==> src/rtl/stopwatch_sampler.sv <==
// stopwatch_sampler: debounced run/lap/clear buttons, two-digit BCD seconds
// counter, and lap sampling for the downstream sample stash.
// Optional feature macro: SAMPLE_ON_PAUSE_EN (RUN -> PAUSE also emits a sample).
module stopwatch_sampler #(
    parameter int unsigned TICK_CYCLES     = 100_000_000,
    parameter int unsigned DEBOUNCE_CYCLES = 1_000_000
) (
    input  logic       clk,
    input  logic       reset,
    input  logic       btn_run,
    input  logic       btn_lap,
    input  logic       btn_clr,
    output logic [7:0] count_bcd,
    output logic       running,
    output logic [7:0] sample_out,
    output logic       sample_valid
);

    localparam int unsigned TICK_W  = $clog2(TICK_CYCLES);
    localparam int unsigned DEB_W   = $clog2(DEBOUNCE_CYCLES + 1);
    localparam int unsigned BTN_RUN = 0;
    localparam int unsigned BTN_LAP = 1;
    localparam int unsigned BTN_CLR = 2;

    typedef enum logic [1:0] {
        ST_IDLE  = 2'd0,
        ST_RUN   = 2'd1,
        ST_PAUSE = 2'd2
    } state_t;

    logic [2:0]            sync1_q, sync1_d;
    logic [2:0]            sync2_q, sync2_d;
    logic [2:0]            level_q, level_d;
    logic [2:0]            level_prev_q, level_prev_d;
    logic [2:0][DEB_W-1:0] deb_cnt_q, deb_cnt_d;
    logic [2:0]            press_c;

    state_t                state_q, state_d;
    logic [TICK_W-1:0]     presc_q, presc_d;
    logic [7:0]            count_q, count_d;
    logic [7:0]            sample_q, sample_d;
    logic                  sample_valid_q, sample_valid_d;
    logic                  running_q, running_d;
    logic                  tick_c;

    // Button front end: synchronize, debounce, and edge-detect accepted presses
    always_comb begin
        sync1_d      = {btn_clr, btn_lap, btn_run};
        sync2_d      = sync1_q;
        level_d      = level_q;
        level_prev_d = level_q;
        deb_cnt_d    = '0;
        for (int i = 0; i < 3; i++) begin
            if (sync2_q[i] != level_q[i]) begin
                if (deb_cnt_q[i] == DEB_W'(DEBOUNCE_CYCLES - 1)) begin
                    level_d[i] = ~level_q[i];
                end else begin
                    deb_cnt_d[i] = deb_cnt_q[i] + DEB_W'(1);
                end
            end
        end
        press_c = level_q & ~level_prev_q;
    end

    // Control FSM, prescaler, BCD counter and lap sampling
    always_comb begin
        state_d        = state_q;
        presc_d        = presc_q;
        count_d        = count_q;
        sample_d       = sample_q;
        sample_valid_d = 1'b0;
        tick_c         = 1'b0;

        case (state_q)
            ST_IDLE: begin
                presc_d = '0;
                if (press_c[BTN_RUN]) state_d = ST_RUN;
            end
            ST_RUN: begin
                if (presc_q == TICK_W'(TICK_CYCLES - 1)) begin
                    tick_c  = 1'b1;
                    presc_d = '0;
                end else begin
                    presc_d = presc_q + TICK_W'(1);
                end
                if (press_c[BTN_RUN]) state_d = ST_PAUSE;
            end
            ST_PAUSE: begin
                // Run beats clear when both arrive together
                if (press_c[BTN_RUN]) begin
                    state_d = ST_RUN;
                end else if (press_c[BTN_CLR]) begin
                    state_d = ST_IDLE;
                    count_d = '0;
                    presc_d = '0;
                end
            end
            default: state_d = ST_IDLE;
        endcase

        if (tick_c) begin
            if (count_q[3:0] == 4'd9) begin
                count_d[3:0] = 4'd0;
                count_d[7:4] = (count_q[7:4] == 4'd9) ? 4'd0 : count_q[7:4] + 4'd1;
            end else begin
                count_d[3:0] = count_q[3:0] + 4'd1;
            end
        end

        // Sample the pre-tick count so a coincident tick is not seen
        if (press_c[BTN_LAP] && (state_q != ST_IDLE)) begin
            sample_d       = count_q;
            sample_valid_d = 1'b1;
        end
`ifdef SAMPLE_ON_PAUSE_EN
        if (press_c[BTN_RUN] && (state_q == ST_RUN)) begin
            sample_d       = count_q;
            sample_valid_d = 1'b1;
        end
`endif

        running_d = (state_d == ST_RUN);
    end

    // State registers with asynchronous active-low reset
    always_ff @(posedge clk or negedge reset) begin
        if (!reset) begin
            sync1_q        <= '0;
            sync2_q        <= '0;
            level_q        <= '0;
            level_prev_q   <= '0;
            deb_cnt_q      <= '0;
            state_q        <= ST_IDLE;
            presc_q        <= '0;
            count_q        <= '0;
            sample_q       <= '0;
            sample_valid_q <= 1'b0;
            running_q      <= 1'b0;
        end else begin
            sync1_q        <= sync1_d;
            sync2_q        <= sync2_d;
            level_q        <= level_d;
            level_prev_q   <= level_prev_d;
            deb_cnt_q      <= deb_cnt_d;
            state_q        <= state_d;
            presc_q        <= presc_d;
            count_q        <= count_d;
            sample_q       <= sample_d;
            sample_valid_q <= sample_valid_d;
            running_q      <= running_d;
        end
    end

    assign count_bcd    = count_q;
    assign running      = running_q;
    assign sample_out   = sample_q;
    assign sample_valid = sample_valid_q;

endmodule

==> config.mk <==
export PLATFORM = sky130hd
export DESIGN_NAME = stopwatch_sampler
export DESIGN_NICKNAME = d
export VERILOG_FILES = /design/src/rtl/stopwatch_sampler.sv
export SDC_FILE = /design/constraint.sdc
export NUM_CORES = 1
export LEC_CHECK = 0
export CAP_MARGIN = 25
export CORE_MARGIN = 2
export CORE_UTILIZATION = 65
export CTS_CLUSTER_SIZE = 10
export DETAILED_ROUTE_END_ITERATION = 12
export HOLD_SLACK_MARGIN = 0.05
export PLACE_DENSITY = 0.84
export REMOVE_ABC_BUFFERS = 1
export SYNTH_ARGS = -nofsm -noshare
export SYNTH_HDL_FRONTEND = slang
export SYNTH_SLANG_ARGS = --single-unit
==> constraint.sdc <==
create_clock -name clk -period 3.75 [get_ports clk]
set_input_delay 0.75 -clock clk [delete_from_list [all_inputs] [get_ports clk]]
set_output_delay 0.75 -clock clk [all_outputs]
set_load 0.01 [all_outputs]
## After elaboration in Yosys (flattened, before gate mapping)

Index checks and enable logic that the tools add are counted.

| storage, ports and cells | value |
|---|---|
| flip-flop bits (word level) | 119 |
| input bits | 5 |
| word-level logic and storage cells | 78 |
| output and inout bits | 18 |

| cells by class | value |
|---|---|
| $add $sub $neg | 6 |
| reductions and logical operators | 11 |
| muxes and demuxes | 25 |
| equal/unequal tests | 15 |
| bitwise logic cells | 5 |

Operators with widths:

| cell | number |
|---|---|
| $mux 20 | 6 |
| $mux 27 | 3 |
| $pmux 27 s3 | 1 |
| $add 20x1->20 const B | 3 |
| $eq 20x20->1 const B | 3 |
| $mux 8 | 4 |
| $add 27x1->27 const B | 1 |
| $eq 27x27->1 const B | 1 |
| $mux 4 | 3 |
| $add 4x1->4 const B | 2 |
| $eq 4x4->1 const B | 2 |
| $mux 2 | 4 |
| $pmux 2 s3 | 1 |
| $reduce_and 2->1 | 3 |
| $reduce_and 3->1 | 2 |
| $reduce_bool 2->1 | 3 |
| $eq 2x1->1 const B | 2 |
| $ne 2x2->1 const B | 2 |
| $and 3x3->3 | 1 |
| $mux 1 | 3 |
| $ne 1x1->1 | 3 |
| $not 1->1 | 3 |
| $not 3->3 | 1 |
| $reduce_bool 3->1 | 1 |
| other kinds (4) | 4 |

## Depth between registers and ports, before layout

| logic depth | value |
|---|---|
| word-level depth | 7 |
| depth in mapped cells | 8 |
| gate-level depth less buffers | 7 |

## Least setup slack after synthesis

No wires, ideal clock.

| timing path | value |
|---|---|
| path kind | flip-flop to flip-flop |
| start point | reg presc_q[9] |
| end point | reg presc_q[2] |
| data required time | 3.584 ns |
| period minus slack after synthesis | 2.174 ns |
| stages on the path, launching flop included | 9 |
| slack | 1.576 ns |
| library setup time | 0.166 ns |
| data arrival time | 2.008 ns |
| path buffers | 3 |
| cells stage by stage | dfrtp_1 > clkbuf_1 > or4b_1 > nor4_4 > a31oi_1 > buf_2 > buf_6 > a21oi_1 > a31oi_1 |

| between the ends | value |
|---|---|
| longest elaborated chain between the ends | 3 |

Ends and longest elaborated chain:

| element | line | source |
|---|---|---|
| start: declaration | 39 | `logic [TICK_W-1:0] presc_q, presc_d;` |
| start signal: assignment | 146 | `presc_q <= presc_d;` |
| $eq 27x27->1 | 80 | `if (presc_q == TICK_W'(TICK_CYCLES - 1)) begin` |
| $mux 27 | 80 |  |
| $pmux 27 s3 | 74 | `case (state_q)` |

No other way between the ends.
A chain may end at the register's enable or synchronous reset.

## Final worst setup path

| timing path | value |
|---|---|
| start point | reg presc_q[2] |
| end point | reg presc_q[25] |

| between the ends | value |
|---|---|
| longest elaborated chain between the ends | 3 |
| elaborated cells between the ends (all ways) | 4 |
| classes of those cells | add/sub: 1; eq/ne: 1; mux: 2 |

Ends and longest elaborated chain:

| element | line |
|---|---|
| $add 27x1->27 / $eq 27x27->1 (equally long branches) | 84, 80 |
| $mux 27 (*) | 80 |
| $pmux 27 s3 (*) | 74 |

Every way passes the cells marked *; elsewhere a longest branch is shown, timed or not.

==> flow_metrics.env <==
export IMPL_outcome="completed"
export IMPL_antenna_found_initial=0
export IMPL_num_rows=34
export IMPL_synth_seq_area_share_pct=52.3
export IMPL_ctsHtreeMaxLevel=4
export IMPL_grt_remaining_overflow=0
export IMPL_rsz0062_at_grt="false"
export IMPL_finalCritPeriodShare_pct=63.8
export IMPL_numCtsBuffers=17
export IMPL_yosysTopAreaCellShare_pct=52.3
export IMPL_avgRoutedWirePerCell_um=16.4
export IMPL_area_growth_pct=16.7
export IMPL_clkTransAtPathRegs_ps=60
export IMPL_ys_types=48
export IMPL_crit_chain="nand3_1, nor3_1, and3_1, a41oi_1, a31oi_1"
export IMPL_p_switching_w=0.000604
export IMPL_grt_pass1_vias=4417
export IMPL_synthArstFlopShare_pct=100
export IMPL_place_congestion=0.834
export IMPL_post_cts_resized=0
export IMPL_fp_dieW_um=97.6
export IMPL_peakVddDrop_mv=0.309
export IMPL_timing_fmax_ghz=0.418
export IMPL_drt_iter0_drc=285
export IMPL_syn_area_per_cell_um2=9.57
export IMPL_fin_tns_setup_ps=0
export IMPL_core_um2=8590
export IMPL_dr_pass1_iters=5
export IMPL_hold_viol=0
export IMPL_fin_nets=632
export IMPL_final_core_util_pct=77.4
export IMPL_powerDensity_nw_per_um2=460
export IMPL_finClkSkew_ps=7.34
export IMPL_post_dp_hpwl_um=7380
export IMPL_ys_ff_latch=119
export IMPL_grt_pass1_wl_um=20700
export IMPL_portBuffers=22
export IMPL_swShare_pct=19.7
export IMPL_pin_count=23
export IMPL_grt_usage_pct=27.1
export IMPL_intPower_w=0.00246
export IMPL_synthFlopType="dfrtp_1"
export IMPL_ys_warnings_count=0
export IMPL_vias_per_cell=6.12
export IMPL_ant_nets=0
export IMPL_yosysTopAreaCell="dfrtp_1"
export IMPL_cp_startpoint="presc_q[2]$_DFFE_PN0P_"
export IMPL_routed_wl_um=12200
export IMPL_pwr_share_seq_pct=42.7
export IMPL_synth_enable_flop_cells=0
export IMPL_cp_start_kind="register"
export IMPL_maxCapViolCount=0
export IMPL_syn_inst=595
export IMPL_worstPathMaxFanout=9
export IMPL_final_max_slew_viol_count=0
export IMPL_chipHeight_um=97.6
export IMPL_grt_max_degree=66
export IMPL_r2r_start="presc_q[2]$_DFFE_PN0P_"
export IMPL_hold_path_class="primary input to asynchronous set/reset pin"
export IMPL_p_leak_nw=2.77
export IMPL_synthTopCellsByArea="dfrtp_1 (52%), nor2_1 (5.3%), xnor2_1 (4.8%)"
export IMPL_dieArea_um2=9530
export IMPL_slew_headroom_pct=35.6
export IMPL_clock_root_buffer="clkbuf_8"
export IMPL_power_frac_clock_pct=55.4
export IMPL_path_class="register to register"
export IMPL_synthTopCellsByCount="dfrtp_1 (119), nor2_1 (80), nand2_1 (64), nand3_1 (42), xnor2_1 (31)"
export IMPL_clkSinkCount=119
export IMPL_clockBufferDepth=2
export IMPL_cp_end_kind="register"
export IMPL_setup_viol=0
export IMPL_diodes=0
export IMPL_tightest_slew_ps=959
export IMPL_fin_crit_ps=2390
export IMPL_num_vias=4536
export IMPL_worstPathArrival_ps=2820
export IMPL_cts_tree="yes"
export IMPL_slowest_delay_ps=840
export IMPL_post_cts_buffers=0
export IMPL_cts_hold_buf=0
export IMPL_crit_required_ps=4180
export IMPL_netlist_area_um2=5700
export IMPL_yosysMostFrequentCell="dfrtp_1"
export IMPL_start_util_pct=66.3
export IMPL_post_route_drc_count=0
export IMPL_cp_slowest_cell="nor3_1"
export IMPL_p_comb_share_pct=1.9
export IMPL_drive_above_1_share_pct=8.53
export IMPL_clk_latency_ps=520
[worst paths after layout]
check	end	slack (ps)	cells past startpoint
setup / recovery	presc_q[25]$_DFFE_PN0P_	1360	5
hold / removal	presc_q[18]$_DFFE_PN0P_	280	1
setup reg to reg	presc_q[25]$_DFFE_PN0P_	1360	5
hold reg to reg	sync2_q[0]$_DFF_PN0_	360	0
max in group asynchronous	deb_cnt_q[49]$_DFF_PN0_	2680	2
min in group clk	sync2_q[0]$_DFF_PN0_	360	0
[worst max-delay path, delay by kind of cell, from the launching register on]
| family | cells | cell delay (ps) |
|---|---|---|
| flops | 1 | 430 |
| compound gates | 2 | 350 |
| simple gates | 3 | 1510 |
[logic make-up after synthesis]
group | after synthesis | share of synthesized area, %
muxes | 8 | 1.49
xor gates and xnor gates | 58 | 8.92
buffers and inverters | 46 | 3.23
and+or+nand+nor | 282 | 24.5
AOI/OAI and AO/OA | 76 | 8.28
DFF | 119 | 52.3
adders and majority gates | 6 | 1.32
[power groups by stage]
stage / combinational (W) / clock, W / sequential, W
4_1_cts: 0.0000608 / 0.00172 / 0.00131
6_report: 0.0000586 / 0.00170 / 0.00131
2_1_floorplan: 0.0000223 / 0 / 0.00133
5_1_grt: 0.0000688 / 0.00178 / 0.00131
3_3_place_gp: 0.0000579 / 0 / 0.00133
3_5_place_dp: 0.0000601 / 0 / 0.00133
[flip-flops by register name, indices dropped and copies added (netlist names)]
signal	cells
sample_out	8
presc_q	27
state_q	2
level_prev_q	3
running	1
sample_valid	1
sync1_q	3
level_prev_d	3
sync2_q	3
deb_cnt_q	60
count_bcd	8
[stage by stage]
stage	instance area, um^2	hold slack, ps	cells	worst slack [ps]	power, W
2_1_floorplan	5610	331	574	717	0.00135
3_3_place_gp	6020	334	709	1510	0.00139
3_5_place_dp	6020	341	709	1440	0.00139
4_1_cts	6640	296	740	1380	0.00309
5_1_grt	6650	335	741	1170	0.00316
6_report	6650	276	741	1360	0.00306
[final cells by class]
cell class	count	area (um^2)
fill	552	1950
clock buffer	23	477
multi-input combinational	430	2550
inverter	25	93.8
clock inverter	8	144
tap	108	135
sequential	119	2980
timing repair buffer	28	273
[cells in the final DEF, fill, tap and decap left out, types with 5 or more instances in the layout]
cell type,n
xor2_1,27
nand2_1,64
clkdlybuf4s50_1,21
clkbuf_16,16
and3_1,12
nand2b_1,6
nand4_1,18
or2_2,6
nor3_1,14
a21oi_1,15
nor2_1,80
inv_1,25
or3_1,8
nand3_1,42
a41oi_1,7
a31oi_1,17
dfrtp_1,119
o21ai_0,18
buf_4,5
nor4_1,11
xnor2_1,31
clkbuf_8,5
ha_1,6
[metal layers]
layer / track usage, % / wire length [um]
met3: 6.26 / 695
met5: 0 / 0
met1: 35.1 / 5150
met2: 44.5 / 6070
met4: 11.1 / 251
No activity file was read; power rests on OpenSTA's default activity.
